$ cat config.mk
export PLATFORM = sky130hd
export DESIGN_NAME = branch_predictor
export DESIGN_NICKNAME = d
export VERILOG_FILES = /design/src/rtl/branch_predictor_pkg.sv /design/src/rtl/branch_predictor_sat_counter.sv /design/src/rtl/branch_predictor.sv
export SDC_FILE = /design/constraint.sdc
export NUM_CORES = 2
export LEC_CHECK = 0
export ABC_CLOCK_PERIOD_IN_PS = 14900
export BUFFER_PORTS_ARGS = -buffer_cell sky130_fd_sc_hd__buf_2
export CELL_PAD_IN_SITES_DETAIL_PLACEMENT = 0
export CELL_PAD_IN_SITES_GLOBAL_PLACEMENT = 1
export CORE_MARGIN = 5
export CORE_UTILIZATION = 45
export DETAILED_ROUTE_END_ITERATION = 8
export HOLD_SLACK_MARGIN = 0.03
export PLACE_DENSITY = 0.73
export RECOVER_POWER = 50
export SYNTH_ARGS = -nofsm -noshare
export SYNTH_HDL_FRONTEND = slang
export SYNTH_SLANG_ARGS = --single-unit
$ cat constraint.sdc
create_clock -name clk -period 14.9 [get_ports clk]
set_input_delay 2.235 -clock clk [delete_from_list [all_inputs] [get_ports clk]]
set_output_delay 2.235 -clock clk [all_outputs]
set_load 0.005 [all_outputs]
$ cat src/rtl/branch_predictor_pkg.sv
// Shared encodings for the IF-stage branch predictor.
// Prediction polarity and 2-bit saturating counter states.
package branch_predictor_pkg;

    localparam logic BP_YES = 1'b1;
    localparam logic BP_NO  = 1'b0;

    typedef enum logic [1:0] {
        BP_CTR_SNT = 2'b00,
        BP_CTR_WNT = 2'b01,
        BP_CTR_WT  = 2'b10,
        BP_CTR_ST  = 2'b11
    } bp_ctr_e;

endpackage

$ cat src/rtl/branch_predictor_sat_counter.sv
// 2-bit saturating direction counter, next-state only.
// Used on the BTB training path.
module bp_sat_counter
    import branch_predictor_pkg::*;
(
    input  logic [1:0] ctr,
    input  logic       taken,
    output logic [1:0] ctr_next
);

    always_comb begin
        ctr_next = ctr;
        if (taken) begin
            if (ctr != BP_CTR_ST) begin
                ctr_next = ctr + 2'd1;
            end
        end else begin
            if (ctr != BP_CTR_SNT) begin
                ctr_next = ctr - 2'd1;
            end
        end
    end

endmodule

$ cat src/rtl/branch_predictor.sv
// Direct-mapped BTB with per-entry 2-bit counters.
// Combinational lookup on if_pc, registered training from EX.
module branch_predictor
    import branch_predictor_pkg::*;
#(
    parameter int unsigned INDEX_BITS = 6
) (
    input  logic        clk,
    input  logic        rst,
    input  logic [31:0] if_pc,
    output logic        branch_predict,
    output logic [31:0] branch_predict_addr,
    input  logic        ex_update_en,
    input  logic [31:0] ex_pc,
    input  logic        ex_taken,
    input  logic [31:0] ex_target
);

    localparam int unsigned TAG_BITS = 30 - INDEX_BITS;
    localparam int unsigned ENTRIES  = 1 << INDEX_BITS;

    logic                valid_q  [ENTRIES];
    logic [1:0]          ctr_q    [ENTRIES];
    logic [TAG_BITS-1:0] tag_q    [ENTRIES];
    logic [31:0]         target_q [ENTRIES];

    logic [INDEX_BITS-1:0] rd_idx;
    logic [TAG_BITS-1:0]   rd_tag;
    logic                  rd_hit;

    logic [INDEX_BITS-1:0] wr_idx;
    logic [TAG_BITS-1:0]   wr_tag;
    logic                  wr_hit;
    logic [1:0]            wr_ctr;
    logic [1:0]            ctr_inc;
    logic [1:0]            ctr_d;
    logic                  ctr_we;
    logic                  tgt_we;
    logic                  alloc;

    logic unused_pc_bits;
    assign unused_pc_bits = ^{if_pc[1:0], ex_pc[1:0]};

    // Lookup: unwritten entries are masked by valid, so no X escapes.
    assign rd_idx = if_pc[INDEX_BITS+1:2];
    assign rd_tag = if_pc[31:INDEX_BITS+2];
    assign rd_hit = valid_q[rd_idx] && (tag_q[rd_idx] == rd_tag);

    assign branch_predict =
        (rd_hit && ctr_q[rd_idx][1]) ? BP_YES : BP_NO;
    assign branch_predict_addr =
        (branch_predict == BP_YES) ? target_q[rd_idx] : 32'h0;

    assign wr_idx = ex_pc[INDEX_BITS+1:2];
    assign wr_tag = ex_pc[31:INDEX_BITS+2];
    assign wr_hit = valid_q[wr_idx] && (tag_q[wr_idx] == wr_tag);
    assign wr_ctr = ctr_q[wr_idx];

    bp_sat_counter u_sat_counter (
        .ctr      (wr_ctr),
        .taken    (ex_taken),
        .ctr_next (ctr_inc)
    );

    always_comb begin
        ctr_d  = ctr_inc;
        ctr_we = 1'b0;
        tgt_we = 1'b0;
        alloc  = 1'b0;
        if (ex_update_en) begin
            if (wr_hit) begin
                ctr_we = 1'b1;
                tgt_we = ex_taken;
            end else if (ex_taken) begin
                alloc  = 1'b1;
                ctr_we = 1'b1;
                tgt_we = 1'b1;
                ctr_d  = BP_CTR_WT;
            end
        end
    end

    always_ff @(posedge clk) begin
        if (rst) begin
            for (int i = 0; i < ENTRIES; i++) begin
                valid_q[i] <= 1'b0;
                ctr_q[i]   <= BP_CTR_WNT;
            end
        end else begin
            if (alloc) begin
                valid_q[wr_idx] <= 1'b1;
            end
            if (ctr_we) begin
                ctr_q[wr_idx] <= ctr_d;
            end
        end
    end

    // Tag/target carry no reset so they can map onto RAM.
    always_ff @(posedge clk) begin
        if (!rst && alloc) begin
            tag_q[wr_idx] <= wr_tag;
        end
        if (!rst && tgt_we) begin
            target_q[wr_idx] <= ex_target;
        end
    end

endmodule

; ---- Yosys cells after proc, flatten, opt, wreduce, memory -nomap -nowiden
; Memory sizes are Yosys's and may differ from the RTL's.
; Cells that the tools add are included.
[classes]
n_addsub = 2
eq_ne = 3
n_mux = 33
n_reduce_logical = 9
[ops]
columns = op, count
row1 = == test 24 bit, 2
row2 = 2-to-1 mux 32 bit, 1
row3 = 2-to-1 mux 1 bit, 23
row4 = 2-to-1 mux 2 bit, 7
row5 = 2-to-1 mux 6 bit, 2
row6 = logical AND 1 bit, 5
row7 = adder 2 x 1 -> 2 bit (second input constant), 1
row8 = inequality test 2 bit (second input constant), 1
row9 = nonzero test 2 bit, 1
row10 = OR reduction 2 bit, 1
row11 = subtractor 2 x 1 -> 2 bit (second input constant), 1
row12 = zero test 1 bit, 1
row13 = OR reduction 1 bit, 1
[word_totals]
ff_bits = 0
mem_bits_rw = 3776
inputBits = 100
output_inout_bits = 33
word_cells = 51
n_memories = 4
[memory_table]
columns = memory, words, width, rd, rd_ports_with_merged_regs, write_ports, line
row1 = target_q, 64, 32, 1, 0, 1, branch_predictor.sv:25  ; logic [31:0] target_q [ENTRIES];
row2 = tag_q, 64, 24, 2, 0, 1, branch_predictor.sv:24  ; logic [TAG_BITS-1:0] tag_q [ENTRIES];
row3 = ctr_q, 64, 2, 2, 0, 64, branch_predictor.sv:23  ; logic [1:0] ctr_q [ENTRIES];
row4 = valid_q, 64, 1, 2, 0, 64, branch_predictor.sv:22  ; logic valid_q [ENTRIES];

; ---- Logic depth before layout (Yosys ltp)
; An unclocked memory read counts as a cell.
[depth]
depth_word = 10
mapped_depth = 19

; ---- By module
; From an unflattened synthesis, not the netlist that was laid out.
[unflattened]
hier_cells = 7701
hier_area_um2 = 159455.4
[modules_own_cells]
columns = module, instances, cells_per_inst, area_each_um2, seq_area_each_um2
row1 = branch_predictor, 1, 7698, 159429.2, 112748.1
row2 = bp_sat_counter, 1, 3, 26.3, 0.0

; ---- Worst setup path before layout
; Ideal clock, no wire load.
[synth_timing]
path_kind = in2out
from = in if_pc[2]
to = out branch_predict_addr[13]
arrival_time_ns = 6.039
slack_ns = 6.626
stages = 12
path_buffers = 8
path_cell_list = clkbuf_1 > buf_2 > buf_2 > buf_2 > buf_2 > clkbuf_1 > buf_1 > buf_1 > mux4_2 > mux4_2 > a211oi_1 > a211oi_1
[synth_via]
elab_chain_len = 6
[synth_rtl]
columns = item, line
row1 = from (decl), branch_predictor.sv:10  ; input logic [31:0] if_pc,
row2 = memory (64 x 24 bit), n/a
row3 = == test 24 bit, branch_predictor.sv:47  ; assign rd_hit = valid_q[rd_idx] && (tag_q[rd_idx] == rd_tag);
row4 = logical AND 1 bit, branch_predictor.sv:47
row5 = logical AND 1 bit, branch_predictor.sv:50  ; (rd_hit && ctr_q[rd_idx][1]) ? BP_YES : BP_NO;
row6 = 2-to-1 mux 1 bit, branch_predictor.sv:50
row7 = 2-to-1 mux 32 bit (*), branch_predictor.sv:52  ; (branch_predict == BP_YES) ? target_q[rd_idx] : 32'h0;
row8 = to (decl), branch_predictor.sv:12  ; output logic [31:0] branch_predict_addr,
; Mark *: on every way between the ends. The rest lies on a longest branch, timed or not.

; ---- Worst setup path in the final report
[layout_timing]
from = in if_pc[2]
to = out branch_predict_addr[28]
; The elaborated chain is that of the path after synthesis.

==> flow_summary_export.csv <==
group,metric,value,unit
logic_synthesis,ys.flop_type,"edfxtp_1",
sta,setup_viol,0,
critical_path,crit_path_cell_trace,"buf_12, buf_12, mux4_2, mux4_2, mux4_2, xnor2_1, nand3_1, nor3_1, nand4_1, buf_4, a211oi_1, buf_2",
sta,max_slew_margin,-148.0,%
critical_path,cp_max_fo,100,
placed_design,dpl_cell_area,167400,µm²
routing,drt-initial-drc-count,13860,
clock_tree,cts_hold_repair.buffers,0,
sta,skew,0.1012,ns
final_layout,drive_above_1_share,30.57,%
routing,avgViaCountPerCell,6.914,
routing,firstDrtPassIters,7,
global_routing,grt_use_total,26.91,%
critical_path,crit_required,12.66,ns
pwr,power_frac_comb,6.4,%
final_layout,fillers,27760,
critical_path,critPathMaxStageDelay,0.67,ns
clock_tree,htree_num_levels,5,
pwr,power_switching_share,22.20,%
routing,drc_errors,0,
floorplan,rows,219,
floorplan,core-area,354800,µm²
clock_tree,cts_buffers,385,
sta,final.setup.tns,0,ns
placed_design,place_inst,12320,
logic_synthesis,avgSynthCellArea,20.53,µm²
floorplan,die-height,606.2,µm
global_routing,grt_pass1_wl,696.9,mm
logic_synthesis,ys_ff_latch,3776,
routing,drtAntennaViolNets,0,
logic_synthesis,synth_top_area_share,69.69,%
final_layout,final_core_util,50.59,%
floorplan,die_area,367400,µm²
pwr,seqPwrFrac,51.8,%
logic_synthesis,synthArstFlopShare,0,%
final_layout,final_cell_area,179500,µm²
clock_tree,post_cts_buffers,0,
clock_tree,cts_tree,"done",
placed_design,io_buffers,128,
sta,drv_slew,4219,
critical_path,critPathCaptureType,"output port",
final_layout,area_growth_syn_to_layout,12.25,%
run_status,status,"finished, violations left",
placed_design,finalWeightedCongestion,0.8410,
worst_hold_path,hp-class,"flop to flop",
final_layout,layout_commonest_cell,"edfxtp_1",
logic_synthesis,ys_seq_area_share,70.49,%
final_layout,seqCellArea,112700,µm²
floorplan,io_pins,133,
pwr,powerDensity,126.3,nW/µm²
critical_path,arrival,8.35,ns
sta,tightest_slew,3.720,ns
logic_synthesis,ys_types,70,
sta,fmax,94.43,MHz
clock_tree,clockRootBuffer,"clkbuf_16",
logic_synthesis,ys_warn_count,0,
critical_path,cpMostUsedCell,"mux4_2",
global_routing,grt_max_degree,143,
run_status,violations,"capacitance limit, slew limit",
sta,worst_slack,4.311,ns
job,drv_cap,73,
logic_synthesis,synth_top_area_cell,"edfxtp_1",
clock_tree,cts.sinks,3776,
routing,wl_per_cell,38.63,µm
critical_path,crit_path_start_kind,"input pin",
clock_tree,cts_buffer_depth,4,
global_routing,grt_pass1_vias,89470,
sta,rsz0062_at_grt,"false",
final_layout,layout.cells.non_filler,13050,
floorplan,die_x,606.2,µm
clock_tree,cts.clk_slew.worst_paths,0.06,ns
placed_design,place_ws,4.402,ns
critical_path,critPathKind,"input pin to output port",
pwr,intPower,0.01764,W
pwr,pwr-share-clk,41.8,%
pwr,leakage,54.50,nW
sta,fin_crit_sh,71.07,%
global_routing,grt_remaining_overflow,0,
logic_synthesis,synth_edf_count,3712,
logic_synthesis,syn_area,159900,µm²
logic_synthesis,synthCells,7789,
final_layout,multi_input_area,45240,µm²
routing,wirelength,504.2,mm
logic_synthesis,yosys-top-cells-area,"edfxtp_1, mux4_2, mux2i_1",
placed_design,hpwlAfterDp,260.8,mm
global_routing,antenna_found_initial,37,
clock_tree,clk_latency,1.00,ns
final_layout,layout_common_cells,"edfxtp_1, mux4_2, clkbuf_16",
floorplan,initial_core_util,45.07,%
sta,period_minus_slack,10.59,ns
pwr,ir_drop,99.49,µV
logic_synthesis,syn_nets,7889,
critical_path,crit_slowest_cell,"nand3_1",
routing,vias,90230,
sta,final_hold_viol_count,0,
clock_tree,ctsResizeCount,0,
final_layout,fin_nets,8059,
pwr,p_switching,0.005032,W
per-layer routing:
metal | part of all wire, % | global-route usage (%) | vias to the layer above
met4 | 6.5 | 14.71 | 12
li1 | - | - | 34050
met5 | 0.016 | 0 | -
met3 | 12 | 6.518 | 1620
met1 | 35 | 35.62 | 47610
met2 | 46 | 41.35 | 6951
worst max-delay path, delay by kind of cell:
kind	cells	cell delay (ns)
muxes	3	1.70
xor gates and xnor gates	1	0.62
buffers and inverters	4	1.63
and+or+nand+nor	3	1.25
AOI/OAI and AO/OA	1	0.63
layout make-up:
class                           count  area share [%]
Antenna cell                       22         0.03066
Clock buffer                      459           5.616
Clock inverter                    246           1.234
Inverter                           65          0.1401
Multi-Input combinational cell   3305           25.20
Sequential cell                  3776           62.80
Tap cell                         4751           3.311
Timing Repair Buffer              426           1.669
final timing paths:
check,endpoint,start,cells past startpoint,slack [ns]
worst max-delay path,branch_predict_addr[28],if_pc[2],12,4.31
worst max register to register,tag_q[22][13],tag_q[60][11],13,8.84
worst min register to register,valid_q[20],valid_q[20],2,0.48
worst min-delay path,valid_q[20],valid_q[20],2,0.48
power groups by stage:
| stage | Combinational (W) | Clock, W | Sequential [W] |
|---|---|---|---|
| 4_1_cts | 0.00144 | 0.00958 | 0.0117 |
| 3_5_place_dp | 0.00143 | 0 | 0.0119 |
| 2_1_floorplan | 0.000852 | 0 | 0.0119 |
| 3_3_place_gp | 0.00142 | 0 | 0.0119 |
| 6_report | 0.00145 | 0.00948 | 0.0117 |
| 5_1_grt | 0.00150 | 0.0100 | 0.0117 |
state kept, by name (all words and copies together) (netlist names):
name / cells
target_q: 2048
ctr_q: 128
tag_q: 1536
valid_q: 64
kinds of logic (layout without fill, tap and decap cells):
| kind of cell | count (synthesis) | after routing | share of synthesized area, % |
|---|---|---|---|
| and+or+nand+nor | 617 | 617 | 1.976 |
| xor gates and xnor gates | 46 | 46 | 0.2519 |
| other | 0 | 22 | 0 |
| DFF | 3776 | 3776 | 70.49 |
| muxes | 1608 | 1608 | 20.42 |
| buffers and inverters | 708 | 1196 | 1.857 |
| AOI/OAI and AO/OA | 1034 | 1034 | 4.996 |
cells in the mapped netlist (6+ instances only):
cell type and number:
nor2_1 133, nor3_1 67, o211ai_1 54, o31ai_1 16, o21ai_0 87, or3b_2 20
edfxtp_1 3712, o22ai_1 99, a21boi_1 25, nor4b_1 7, nand3_1 114, mux2i_1 207
buf_6 15, nand2b_1 11, buf_1 142, inv_1 62, o2bb2ai_1 14, o21ai_1 9
xor2_1 8, dfxtp_1 64, buf_4 17, and3_1 11, nand4_1 12, nor2b_1 41
o32ai_1 59, o21bai_1 66, a22oi_1 81, a222oi_1 6, a221oi_1 197, o22a_1 21
a22o_1 47, mux4_2 1316, nor4_1 19, a31oi_1 28, clkbuf_1 360, a211oi_2 35
mux2_2 84, a21oi_1 71, xnor2_1 38, a311oi_1 8, a221o_1 49, nand3b_1 30
nand2_1 122, buf_2 109, a211oi_1 29
metrics by stage:
stage	hold WS [ns]	total power, W
after floorplan	0.4441	0.01279
after global placement	0.4596	0.01336
after detailed placement	0.4643	0.01338
after CTS	0.4762	0.02273
after global routing	0.4943	0.02328
final	0.4779	0.02267
No activity file was read; power rests on OpenSTA's default activity.
